`src/rtl/detect_edge_pkg.sv`:
```
`timescale 1ns / 1ps
`default_nettype none
// ============================================================================
//  Module   : detect_edge_pkg
//  Purpose  : Shared types for the armed one-shot edge detector: the FSM
//             state encoding and a helper that picks the edge polarity.
//  Ports    : none (package)
//  Revision : 1.0 - initial release
// ============================================================================
package detect_edge_pkg;

  typedef enum logic [1:0] {
    IDLE   = 2'd0,
    ARMED  = 2'd1,
    FIRING = 2'd2
  } state_t;

  // Rising = now high and previously low; falling is the mirror image.
  function automatic logic select_edge(input logic sync_val,
                                       input logic prev_val,
                                       input logic rising);
    return rising ? (sync_val & ~prev_val) : (~sync_val & prev_val);
  endfunction

endpackage
`default_nettype wire

```
`src/rtl/sync_chain.sv`:
```
`timescale 1ns / 1ps
`default_nettype none
// ============================================================================
//  Module   : sync_chain
//  Purpose  : Multi-flop synchronizer bringing an asynchronous level into
//             the clk domain.
//  Ports    : clk - clock (rising edge)
//             rst - synchronous active-high reset, clears every stage
//             d   - asynchronous input level
//             q   - synchronized level, STAGES clocks behind d
//  Revision : 1.0 - initial release
// ============================================================================
module sync_chain #(
  parameter int STAGES = 2
) (
  input  logic clk,
  input  logic rst,
  input  logic d,
  output logic q
);

  logic [STAGES-1:0] r_chain;

  // Bit 0 is the metastability-catching flop; the level walks toward the MSB.
  always_ff @(posedge clk) begin
    if (rst) begin
      r_chain <= '0;
    end else begin
      r_chain <= {r_chain[STAGES-2:0], d};
    end
  end

  assign q = r_chain[STAGES-1];

endmodule
`default_nettype wire

```
`src/rtl/detect_edge.sv`:
```
`timescale 1ns / 1ps
`default_nettype none
// ============================================================================
//  Module   : detect_edge
//  Purpose  : Armed one-shot edge detector. Once armed, the first selected
//             edge of the synchronized target produces a TRIG_CYCLES-wide
//             trigger pulse, after which the detector disarms itself.
//  Ports    : clk     - clock (rising edge)
//             rst     - synchronous active-high reset
//             target  - monitored asynchronous signal
//             arm     - arm request, level-sampled each clock
//             trigger - registered one-shot pulse
//  Revision : 1.0 - initial release
// ============================================================================
module detect_edge #(
  parameter int TRIG_CYCLES = 1,
  parameter int RISING_EDGE = 1,
  parameter int SYNC_STAGES = 2
) (
  input  logic clk,
  input  logic rst,
  input  logic target,
  input  logic arm,
  output logic trigger
);

  import detect_edge_pkg::*;

  localparam int               CNT_W    = $clog2(TRIG_CYCLES + 1);
  localparam logic [CNT_W-1:0] CNT_LOAD = CNT_W'(TRIG_CYCLES - 1);
  localparam logic             RISING   = (RISING_EDGE != 0);

  logic             w_sync;
  logic             r_prev;
  logic             w_edge;
  state_t           r_state;
  state_t           w_state_nxt;
  logic [CNT_W-1:0] r_count;
  logic [CNT_W-1:0] w_count_nxt;
  logic             r_trigger;
  logic             w_trigger_nxt;

  sync_chain #(
    .STAGES (SYNC_STAGES)
  ) u_sync (
    .clk (clk),
    .rst (rst),
    .d   (target),
    .q   (w_sync)
  );

  assign w_edge = select_edge(w_sync, r_prev, RISING);

  always_ff @(posedge clk) begin
    if (rst) begin
      r_prev    <= 1'b0;
      r_state   <= IDLE;
      r_count   <= '0;
      r_trigger <= 1'b0;
    end else begin
      r_prev    <= w_sync;
      r_state   <= w_state_nxt;
      r_count   <= w_count_nxt;
      r_trigger <= w_trigger_nxt;
    end
  end

  // Only the registered ARMED state can fire: an edge seen on the very clock
  // that arm is first sampled lands while still IDLE and is discarded.
  always_comb begin
    w_state_nxt   = r_state;
    w_count_nxt   = r_count;
    w_trigger_nxt = r_trigger;
    case (r_state)
      IDLE: begin
        w_trigger_nxt = 1'b0;
        if (arm) begin
          w_state_nxt = ARMED;
        end
      end
      ARMED: begin
        if (w_edge) begin
          w_state_nxt   = FIRING;
          w_count_nxt   = CNT_LOAD;
          w_trigger_nxt = 1'b1;
        end
      end
      FIRING: begin
        // Counter holds the number of further high cycles still owed.
        if (r_count == '0) begin
          w_state_nxt   = IDLE;
          w_trigger_nxt = 1'b0;
        end else begin
          w_count_nxt   = r_count - CNT_W'(1);
          w_trigger_nxt = 1'b1;
        end
      end
      default: begin
        w_state_nxt   = IDLE;
        w_count_nxt   = '0;
        w_trigger_nxt = 1'b0;
      end
    endcase
  end

  assign trigger = r_trigger;

endmodule
`default_nettype wire

```
`config.mk`:
```
export PLATFORM = sky130hd
export DESIGN_NAME = detect_edge
export DESIGN_NICKNAME = d
export VERILOG_FILES = /design/src/rtl/detect_edge_pkg.sv /design/src/rtl/sync_chain.sv /design/src/rtl/detect_edge.sv
export SDC_FILE = /design/constraint.sdc
export NUM_CORES = 1
export LEC_CHECK = 0
export CAP_MARGIN = 20
export CORE_AREA = 2 2 39 41
export DETAILED_ROUTE_END_ITERATION = 7
export DIE_AREA = 0 0 41 43
export GPL_TIMING_DRIVEN = 0
export SYNTH_ARGS = -nofsm -noshare
export SYNTH_HDL_FRONTEND = slang
export SYNTH_SLANG_ARGS = --single-unit
```
`constraint.sdc`:
```
create_clock -name clk -period 0.8 [get_ports clk]
set_input_delay 0.08 -clock clk [delete_from_list [all_inputs] [get_ports clk]]
set_output_delay 0.08 -clock clk [all_outputs]
set_load 0.05 [all_outputs]
```
**Word-level counts from Yosys, hierarchy flattened**

Index checks and enable logic that the tools add are counted.
W data, S select, Z words.

- $add $sub $neg: 1
- $mul: 0
- Divide/modulo/power cells: 0
- $lt $le $gt $ge: 0
- Equality and inequality tests: 5
- Shift operators: 0
- Multiplexer cells: 10
- Bitwise gates (word level): 3
- Reduce and logical (&&, ||, !) cells: 3

Operators with widths:

| kind | number |
|---|---|
| $mux W2 | 3 |
| $ne A2 B2 Y1 const B | 3 |
| $pmux W2 S3 | 1 |
| $mux W1 | 4 |
| $pmux W1 S3 | 1 |
| $reduce_and A3 Y1 | 1 |
| $eq A2 B1 Y1 const B | 1 |
| $eq A2 B2 Y1 const B | 1 |
| $logic_not A2 Y1 | 1 |
| $not A1 Y1 | 2 |
| $pmux W1 S2 | 1 |
| $reduce_and A2 Y1 | 1 |
| $and A1 B1 Y1 | 1 |
| $sub A1 B1 Y1 const B | 1 |

- Bits in registers: 7
- Latch bits: 0
- Memory bits (writable): 0
- Memory bits (read-only): 0
- Output and inout port bits: 1
- Logic and storage cells: 27
- Memories kept: 0

**Longest topological paths before layout**

Gate-level depths: netlist (run 1).

- Word-level depth: 4
- Mapped depth: 2

**Hierarchy**

Synthesis (run 1) repeated with hierarchy kept, for this count alone.

- Cells, all modules: 15
- Area, all modules: 192.7 µm²

Modules (own cells, without submodules):

| module | times used | cells each | area each (µm²) | sequential area each (µm²) |
|---|---|---|---|---|
| detect_edge | 1 | 11 | 140.1 | 80.1 |
| sync_chain | 1 | 4 | 52.6 | 40.0 |

**Least setup slack after synthesis (run 1)**

OpenSTA, ideal clock, no wires.

- Path type: reg-to-reg
- Start point: register, netlist name trigger
- End point: register r_trigger, in the netlist trigger
- Setup time: 59 ps
- Arrival time: 820 ps
- Slack: -79 ps
- Stages on the path, launching flop included: 2
- Path through: dfxtp_1 -> o211a_1

RTL lines:

| item | RTL line | source |
|---|---|---|
| to (signal assigned) | detect_edge.sv:64 | `r_trigger <= w_trigger_nxt;` |
| to (decl) | detect_edge.sv:40 | `logic r_trigger;` |

**Worst setup path after layout (run 1)**

- Start point: register u_sync.r_chain[1]
- End point: register r_state[0]

- Cells in the longest elaborated chain, start to end: 3

RTL lines:

| item | RTL line | source |
|---|---|---|
| from (decl) | sync_chain.sv:22 | `logic [STAGES-1:0] r_chain;` |
| from (signal assigned) | sync_chain.sv:29 | `r_chain <= {r_chain[STAGES-2:0], d};` |
| $and A1 B1 Y1 | detect_edge_pkg.sv:22 | `return rising ? (sync_val & ~prev_val) : (~sync_val & prev_val);` |
| $ne A2 B2 Y1 (no line) | - |  |
| $reduce_and A3 Y1 (no line) | - |  |
| to (signal assigned) | detect_edge.sv:62 | `r_state <= w_state_nxt;` |
| to (decl) | detect_edge.sv:36 | `state_t r_state;` |

No other way between the ends.
A chain may end at the register's enable or synchronous reset.

==> impl_metrics.env, run 1 <==
export IMPL_outcome="finished, violations left"
export IMPL_violations="setup timing"
export IMPL_syn_inst=15
export IMPL_seqPwrFrac_pct=51.0
export IMPL_max_stage_delay_ps=310
export IMPL_row_count=14
export IMPL_io_buffers=4
export IMPL_drtIter0Drc=2
export IMPL_dp_cells=35
export IMPL_grt_use_met2_pct=5.94
export IMPL_hold_viol=0
export IMPL_path_cells="nor2b_4 > a2111oi_4"
export IMPL_yosys_area_top_type_share_pct=62.3
export IMPL_required_ps=930
export IMPL_p_clk_share_pct=41.7
export IMPL_ys_seq_area_share_pct=62.3
export IMPL_grt_pass1_wl_um=552
export IMPL_core_area_sq_um=1380
export IMPL_die_height_um=43
export IMPL_final_antenna_net_count=0
export IMPL_die_area_sq_um=1760
export IMPL_crit_family="flip-flops"
export IMPL_grt_ovfl_total=0
export IMPL_nNetsFinal=29
export IMPL_path_clk_slew_ps=40
export IMPL_p_sw_share_pct=19.2
export IMPL_synth_area_per_cell_sq_um=12.8
export IMPL_cp_slowest_cell="dfxtp_2"
export IMPL_p_int_mw=0.509
export IMPL_worstMarginPinSlew_ps=229
export IMPL_fp_dieW_um=41
export IMPL_ctsHoldBuffers=0
export IMPL_use_met1_pct=5.52
export IMPL_relSlewSlack_pct=84.8
export IMPL_cts_htree_levels=1
export IMPL_critical_path_max_fanout=3
export IMPL_grt_pass1_vias=160
export IMPL_report_final_slew_viol_count=0
export IMPL_ys_ff_latch=6
export IMPL_clk_latency_ps=240
export IMPL_diodes=0
export IMPL_grt_max_degree=6
export IMPL_cts_root_buf="clkbuf_4"
export IMPL_regToRegSetupSlack_ps=-9
export IMPL_ys_types=7
export IMPL_antenna_found_initial=0
export IMPL_p_leak_nw=0.132
export IMPL_finalClockSkew_ps=1.91
export IMPL_rsz0062_at_grt="true"
export IMPL_place_congestion=0.601
export IMPL_fin_crit_sh_pct=101
export IMPL_startpoint_type="register"
export IMPL_p_sw_mw=0.121
export IMPL_worstPathBufferInverterCount=0
export IMPL_powerDensity_nw_per_um2=2070
export IMPL_startpoint="u_sync.r_chain[1]"
export IMPL_via_count=133
export IMPL_ir_drop_v=0.00139
export IMPL_yosysTopAreaCell="dfxtp_1"
export IMPL_use_met3_pct=4.71
export IMPL_end_kind="register"
export IMPL_p_comb_share_pct=7.3
export IMPL_synthToLayoutAreaGrowth_pct=58.4
export IMPL_io_pins=5
export IMPL_final_cell_count_no_fill=39
export IMPL_drive_above_1_share_pct=47.8
export IMPL_rr_endpoint="r_state[0]"
export IMPL_fmax_ghz=1.24
export IMPL_hp_class="in2reg"
export IMPL_finalCriticalPeriod_ps=809
export IMPL_finalSetupTns_ps=-9.07
export IMPL_cts_inserted_buffers=3
export IMPL_syn_num_nets=19
export IMPL_cts_tree="built"
export IMPL_drv_cap=0
export IMPL_routed_wl_um=302
export IMPL_worst_slack_ps=-9.07
export IMPL_grt_busiest_layer="met2"
export IMPL_critPathCapture="r_state[0]"
export IMPL_clock_sinks=6
export IMPL_drt_pass1_iterations=2
export IMPL_routed_via_density=3.41
export IMPL_yosys_top_cells_area="dfxtp_1, nor2b_1, a2111oi_2, nor2b_4, o211a_1"
export IMPL_crit_cells=2
export IMPL_synth_warnings=0
export IMPL_synth_area_sq_um=193
export IMPL_grt_use_total_pct=5.14
export IMPL_arrival_ps=940
export IMPL_setup_viol=1
export IMPL_reg2reg_depth=2
export IMPL_cts_buffer_depth=2
export IMPL_r2r_start="u_sync.r_chain[1]"
export IMPL_avgRoutedWirePerCell_um=7.74
export IMPL_worstSetupPathType="reg2reg"
export IMPL_start_util_pct=13.9
export IMPL_drc=0
==> logic make-up after synthesis <==
group | count (synthesis) | synth area share [%]
flip-flops | 6 | 62.3
AO/OA/AOI/OAI | 2 | 13.0
AND/OR/NAND/NOR | 7 | 24.7
==> how the worst min path moves through the flow <==
stage                      start                end  slack (ps)  cells after the start
6_report                     rst         r_state[0]         260                      2
5_1_grt                      rst         r_state[0]         280                      2
4_1_cts                      rst         r_state[0]         260                      2
3_5_place_dp   u_sync.r_chain[0]  u_sync.r_chain[1]         430                      1
3_3_place_gp   u_sync.r_chain[0]  u_sync.r_chain[1]         420                      1
2_1_floorplan                rst         r_state[0]         140                      1
==> metal layers <==
metal	vias to the layer above	wire length, um
met4	0	0
met1	59	132
met5	-	0
met3	0	30
met2	7	138
li1	67	-
==> power groups by stage <==
stage / Combinational [mW] / Clock (mW) / Sequential [mW]
after CTS: 0.0468 / 0.278 / 0.322
final: 0.0460 / 0.263 / 0.322
after global placement: 0.0393 / 0 / 0.325
after floorplan: 0.0174 / 0 / 0.327
after detailed placement: 0.0411 / 0 / 0.326
after global routing: 0.0500 / 0.300 / 0.322
==> flip-flops by register name (all words and copies together) (netlist names) <==
register and flops:
trigger 1, u_sync.r_chain 2, r_state 2, r_prev 1
==> cell usage after synthesis <==
library cell	n
a2111oi_2	1
and3_2	1
o211a_1	1
dfxtp_1	6
nor2b_4	1
nor2b_1	3
nor2_1	2
==> worst register-to-register path, cell delays in order (launching register included) <==
cell,delay [ps]
dfxtp_2,310
nor2b_4,130
a2111oi_4,270
==> placed cells by master, fill, tap and decap left out <==
master           n
dfxtp_2          2
a2111oi_4        1
nor2b_4          1
nor2b_1          3
nor2_1           2
buf_4            1
dfxtp_4          1
clkdlybuf4s50_1  2
dfxtp_1          3
buf_8            1
clkbuf_4         3
dlygate4sd2_1    1
and3_2           1
o211a_1          1
==> final cells by class <==
cell class	count	area (sq um)
well taps	16	20.0
clock buffers	3	22.5
fillers	150	1080
repair buffers	5	51.3
flip-flops and latches	6	126
multi-input cells	9	85.1
==> what timing repair did <==
item / CTS / global route
gates resized for setup: 11 / 1
setup endpoints to repair: 2 / 2
buffers inserted: 1 / 0
pin swaps: 1 / 0
==> stage by stage <==
step / hold WS (ps) / total power, mW / util, % / setup slack, ps / instance area (sq um)
6_report: 261 / 0.631 / 22.1 / -9.07 / 305
4_1_cts: 261 / 0.647 / 22.0 / -11.7 / 304
2_1_floorplan: 141 / 0.344 / - / 23.6 / 195
3_5_place_dp: 431 / 0.367 / 18.4 / -389 / 255
3_3_place_gp: 422 / 0.364 / 18.4 / -378 / 255
5_1_grt: 278 / 0.672 / 22.1 / -42.7 / 305
No activity file was read; power rests on OpenSTA's default activity.
==> run 2: changes to the inputs <==
--- a/config.mk
+++ b/config.mk
@@ -5,6 +5,7 @@
 export SDC_FILE = /design/constraint.sdc
 export NUM_CORES = 1
 export LEC_CHECK = 0
+export ABC_CLOCK_PERIOD_IN_PS = 800
 export CAP_MARGIN = 20
 export CORE_AREA = 2 2 39 41
 export DETAILED_ROUTE_END_ITERATION = 7
==> results of run 2 <==
The final DEF is identical to that of run 1; final timing and power are the same.
==> RTL edit 1 (config.mk and constraints of run 1) <==
The parameter `SYNC_STAGES` goes from 2 to 4.
--- a/src/rtl/detect_edge.sv
+++ b/src/rtl/detect_edge.sv
@@ -17,3 +17,3 @@
   parameter int RISING_EDGE = 1,
-  parameter int SYNC_STAGES = 2
+  parameter int SYNC_STAGES = 4
 ) (
Behaviour: not the same (a bounded check fails within 4 cycles, from zero or initial values and one cycle with rst high).
==> RTL edit 1 against run 1 <==
The run still ends with negative setup slack left. Area after synthesis grew 27%. Global-route usage grew 1.5 points. Routed wire length grew 31%. Worst setup slack gained 0.0084 ns. Synthesized cell count grew 27%. Utilization grew 3.9 points. Cell area grew 18%. Total power grew 19%. Sequential cell count grew 2. Critical path type unchanged. Largest power group unchanged.
==> RTL edit 1: results (changes against run 1) <==
| Metric | Value |
|---|---|
| Top cells by count, synth | 8 x dfxtp_1, 5 x nor2b_1, 2 x nor2_1 |
| Worst slew margin | 0.811 (-0.0370) |
| Setup Fix Bufs, Post-CTS | 0 (-1) |
| Worst reg2reg path startpoint | u_sync.r_chain[3]$_SDFF_PP0_ |
| Synth Area in Compound Gates | 0.102 (-0.0278) |
| Via count | 156 (+17%) |
| Leakage Power | 0.153 nW (+16%) |
| Power per cell area | 2080 nW/µm² (+0.86%) |
| Flop pwr share | 0.562 (+0.052) |
| Area of the multi-input gates | 100 µm² (+18%) |
| First-pass GRT wire length | 676 µm (+22%) |
| Failing checks | negative setup slack |
| Global-route usage over all layers | 0.0665 (+0.0151) |
| Final setup viols | 1 (unchanged) |
| Final worst slack | -0.000634 ns (+0.00843 ns) |
| WL met2 | 219 µm (+59%) |
| Worst-case clock skew | 0.000144 ns (-0.00176 ns) |
| Sequential element share of the synthesized area | 0.653 (+0.0297) |
| Vias in the first global route | 179 (+12%) |
| Fillers | 154 (+2.7%) |
| Post-Place Setup Slack | -0.387 ns (+0.00172 ns) |
| Final non-clock buffer share | 0.143 (-0.0252) |
| NumNets Final | 33 (+14%) |
| Met3 Wirelength | 29 µm (-3.3%) |
| 1st-iter DRT viols | 0 (-2) |
| Cell Count, Final, Fillers Out | 43 (+10%) |
| Cell Area, Placed | 308 µm² (+21%) |
| Outcome | finished, violations left |
| Final setup TNS | -0.000634 ns (+0.00843 ns) |
| ClkCell Share | 0.0627 (-0.0111) |
| Met1 wire length | 147 µm (+11%) |
| Yosys reg bits | 8 (+2) |
| Dpl cells | 39 (+11%) |
| GR Util met2 | 0.0906 (+0.0313) |
| Met1 Resource Use GR | 0.0617 (+0.00649) |
| Logic pwr share | 0.055 (-0.018) |
| Wire per inst | 9.21 µm (+19%) |
| Count of cells resized by post-cts repair | 10 (-1) |
| Total Power | 0.748 mW (+19%) |
| Register area | 165 µm² (+31%) |
| Worst vdd ir | 0.651 mV (-53%) |
| Synth Net Count | 23 (+4) |
| Fin Hold WS | 0.296 ns (+0.0344 ns) |
| Switch Pwr | 0.141 mW (+16%) |
| Share of layout cells above drive strength 1 | 0.481 (+0.00322) |
[RTL edit 1: cell count changes after synthesis]
| cell | before | now |
|---|---|---|
| dfxtp_1 | 6 | 8 |
| nor2b_1 | 3 | 5 |
[RTL edit 1: cells by family after synthesis]
group,Yosys count
AO/OA/AOI/OAI,2
flip-flops,8
AND/OR/NAND/NOR,9
[RTL edit 1: worst max path at each step]
stage	end	from	depth (start not counted)	slack, ns
global route	r_state[0]$_SDFFE_PP0P_	u_sync.r_chain[3]$_SDFF_PP0_	2	-0.05
global placement	trigger	trigger$_SDFFE_PP0P_	1	-0.37
floorplan	r_state[0]$_SDFFE_PP0P_	r_state[0]$_SDFFE_PP0P_	2	0.02
detailed placement	trigger	trigger$_SDFFE_PP0P_	1	-0.39
CTS	trigger	trigger$_SDFFE_PP0P_	1	-0.03
finish	r_state[0]$_SDFFE_PP0P_	u_sync.r_chain[3]$_SDFF_PP0_	2	-0.0006
==> RTL edit 2 (settings of run 1) <==
Made on the original files. The 3 states of `state_t` get a one-hot encoding in 3 bits.
--- a/src/rtl/detect_edge_pkg.sv
+++ b/src/rtl/detect_edge_pkg.sv
@@ -11,6 +11,6 @@
 
-  typedef enum logic [1:0] {
-    IDLE   = 2'd0,
-    ARMED  = 2'd1,
-    FIRING = 2'd2
+  typedef enum logic [2:0] {
+    IDLE   = 3'b001,
+    ARMED  = 3'b010,
+    FIRING = 3'b100
   } state_t;
Check against the original RTL: same outputs for any inputs over 10 cycles, from zero or initial values and one cycle with rst high; not proved beyond that.
==> RTL edit 2 against run 1 <==
The flow still finishes with violations (negative setup slack). Routed wire length up 3.6%. Sequential share of layout area up 0.84 points. Sequential cell count up 1. Cell area up 14%. Area after synthesis up 23%. Hold slack better by 0.065 ns. First-iteration DRC count down 100%. Combinational power up 1%. Worst setup slack worse by 0.0072 ns. Total power up 14%. Critical path depth unchanged. Critical path type unchanged. Largest cell class unchanged. Highest routed layer unchanged.
==> RTL edit 2: results (changes against run 1) <==
| Metric | Value |
|---|---|
| 1st-iter DRT viols | 0 (-2) |
| Met1 Resource Use GR | 0.0682 (+0.0130) |
| Slew @ Worst Pin | 0.297 ns (+0.0688 ns) |
| Top flop regs | r_state: 3 flops, u_sync.r_chain: 2 flops |
| Failing checks | negative setup slack |
| Multi-input gate share of total cell area | 0.307 (+0.0282) |
| Met1 wire length | 140 µm (+6.1%) |
| Worst reg2reg path startpoint | r_prev$_SDFF_PP0_ |
| Synth Net Count | 25 (+6) |
| GR Util met3 | 0.0628 (+0.0157) |
| Count of cells resized by post-cts repair | 12 (+1) |
| Top cells by count, synth | 7 x dfxtp_1, 4 x nor2b_1 |
| Final setup viols | 3 (+2) |
| Met3 Wirelength | 34 µm (+13%) |
| R2r endpoint | trigger$_SDFFE_PP0P_ |
| Final non-clock buffer share | 0.126 (-0.0417) |
| Worst path slowest cell | dfxtp_1 |
| Post-Place Setup Slack | -0.397 ns (-0.00787 ns) |
| #MultiIn Comb | 13 (+4) |
| Seq group | 0.368 mW (+14%) |
| Vias in the first global route | 156 (-2.5%) |
| Cell Area, Placed | 302 µm² (+18%) |
| Global-route usage over all layers | 0.0554 (+0.00403) |
| CTS sink count | 7 (+1) |
| Clock buffers | 4 (+1) |
| Outcome | finished, violations left |
| Total Wirelength | 313 µm (+3.6%) |
| Final GP Congestion | 0.577 (-4.0%) |
| Ranking of synthesized cells by area | dfxtp_1 59%, nor2b_1 11%, a2111oi_2 6.3%, nand2b_4 5.8%, and3b_1 3.7% |
| Final worst slack | -0.0162 ns (-0.00718 ns) |
| Signal inverters | 1 (+1) |
| Register area | 146 µm² (+16%) |
| Fillers | 152 (+1.3%) |
| Worst vdd ir | 1.03 mV (-26%) |
| Switch Pwr | 0.138 mW (+14%) |
| Detailed-router iteration count before antenna repair | 1 (-1) |
| Vias per inst | 3.80 (+11%) |
| EDFF count, synth | 0 (unchanged) |
| Hold EP | r_prev$_SDFF_PP0_ |
-- RTL edit 2: worst max path at each step --
stage	end	slack (ns)	startpoint
2_1_floorplan	trigger$_SDFFE_PP0P_	-0.04	trigger$_SDFFE_PP0P_
5_1_grt	r_state[1]$_SDFFE_PP0P_	-0.07	r_state[1]$_SDFFE_PP0P_
3_3_place_gp	trigger	-0.39	trigger$_SDFFE_PP0P_
3_5_place_dp	trigger	-0.40	trigger$_SDFFE_PP0P_
4_1_cts	trigger	-0.03	trigger$_SDFFE_PP0P_
6_report	trigger$_SDFFE_PP0P_	-0.02	r_prev$_SDFF_PP0_
-- RTL edit 2: cells by family (layout without fill, tap and decap cells) --
| logic type | Yosys count | count (layout) |
|---|---|---|
| flops | 7 | 7 |
| simple gates | 10 | 10 |
| compound gates | 3 | 3 |
| buf+inv | 1 | 9 |
-- RTL edit 2: metrics by stage --
step,cells,power [mW]
after floorplan,21,0.397
after global placement,41,0.418
after detailed placement,41,0.419
after CTS,45,0.739
after global routing,45,0.768
final,45,0.716
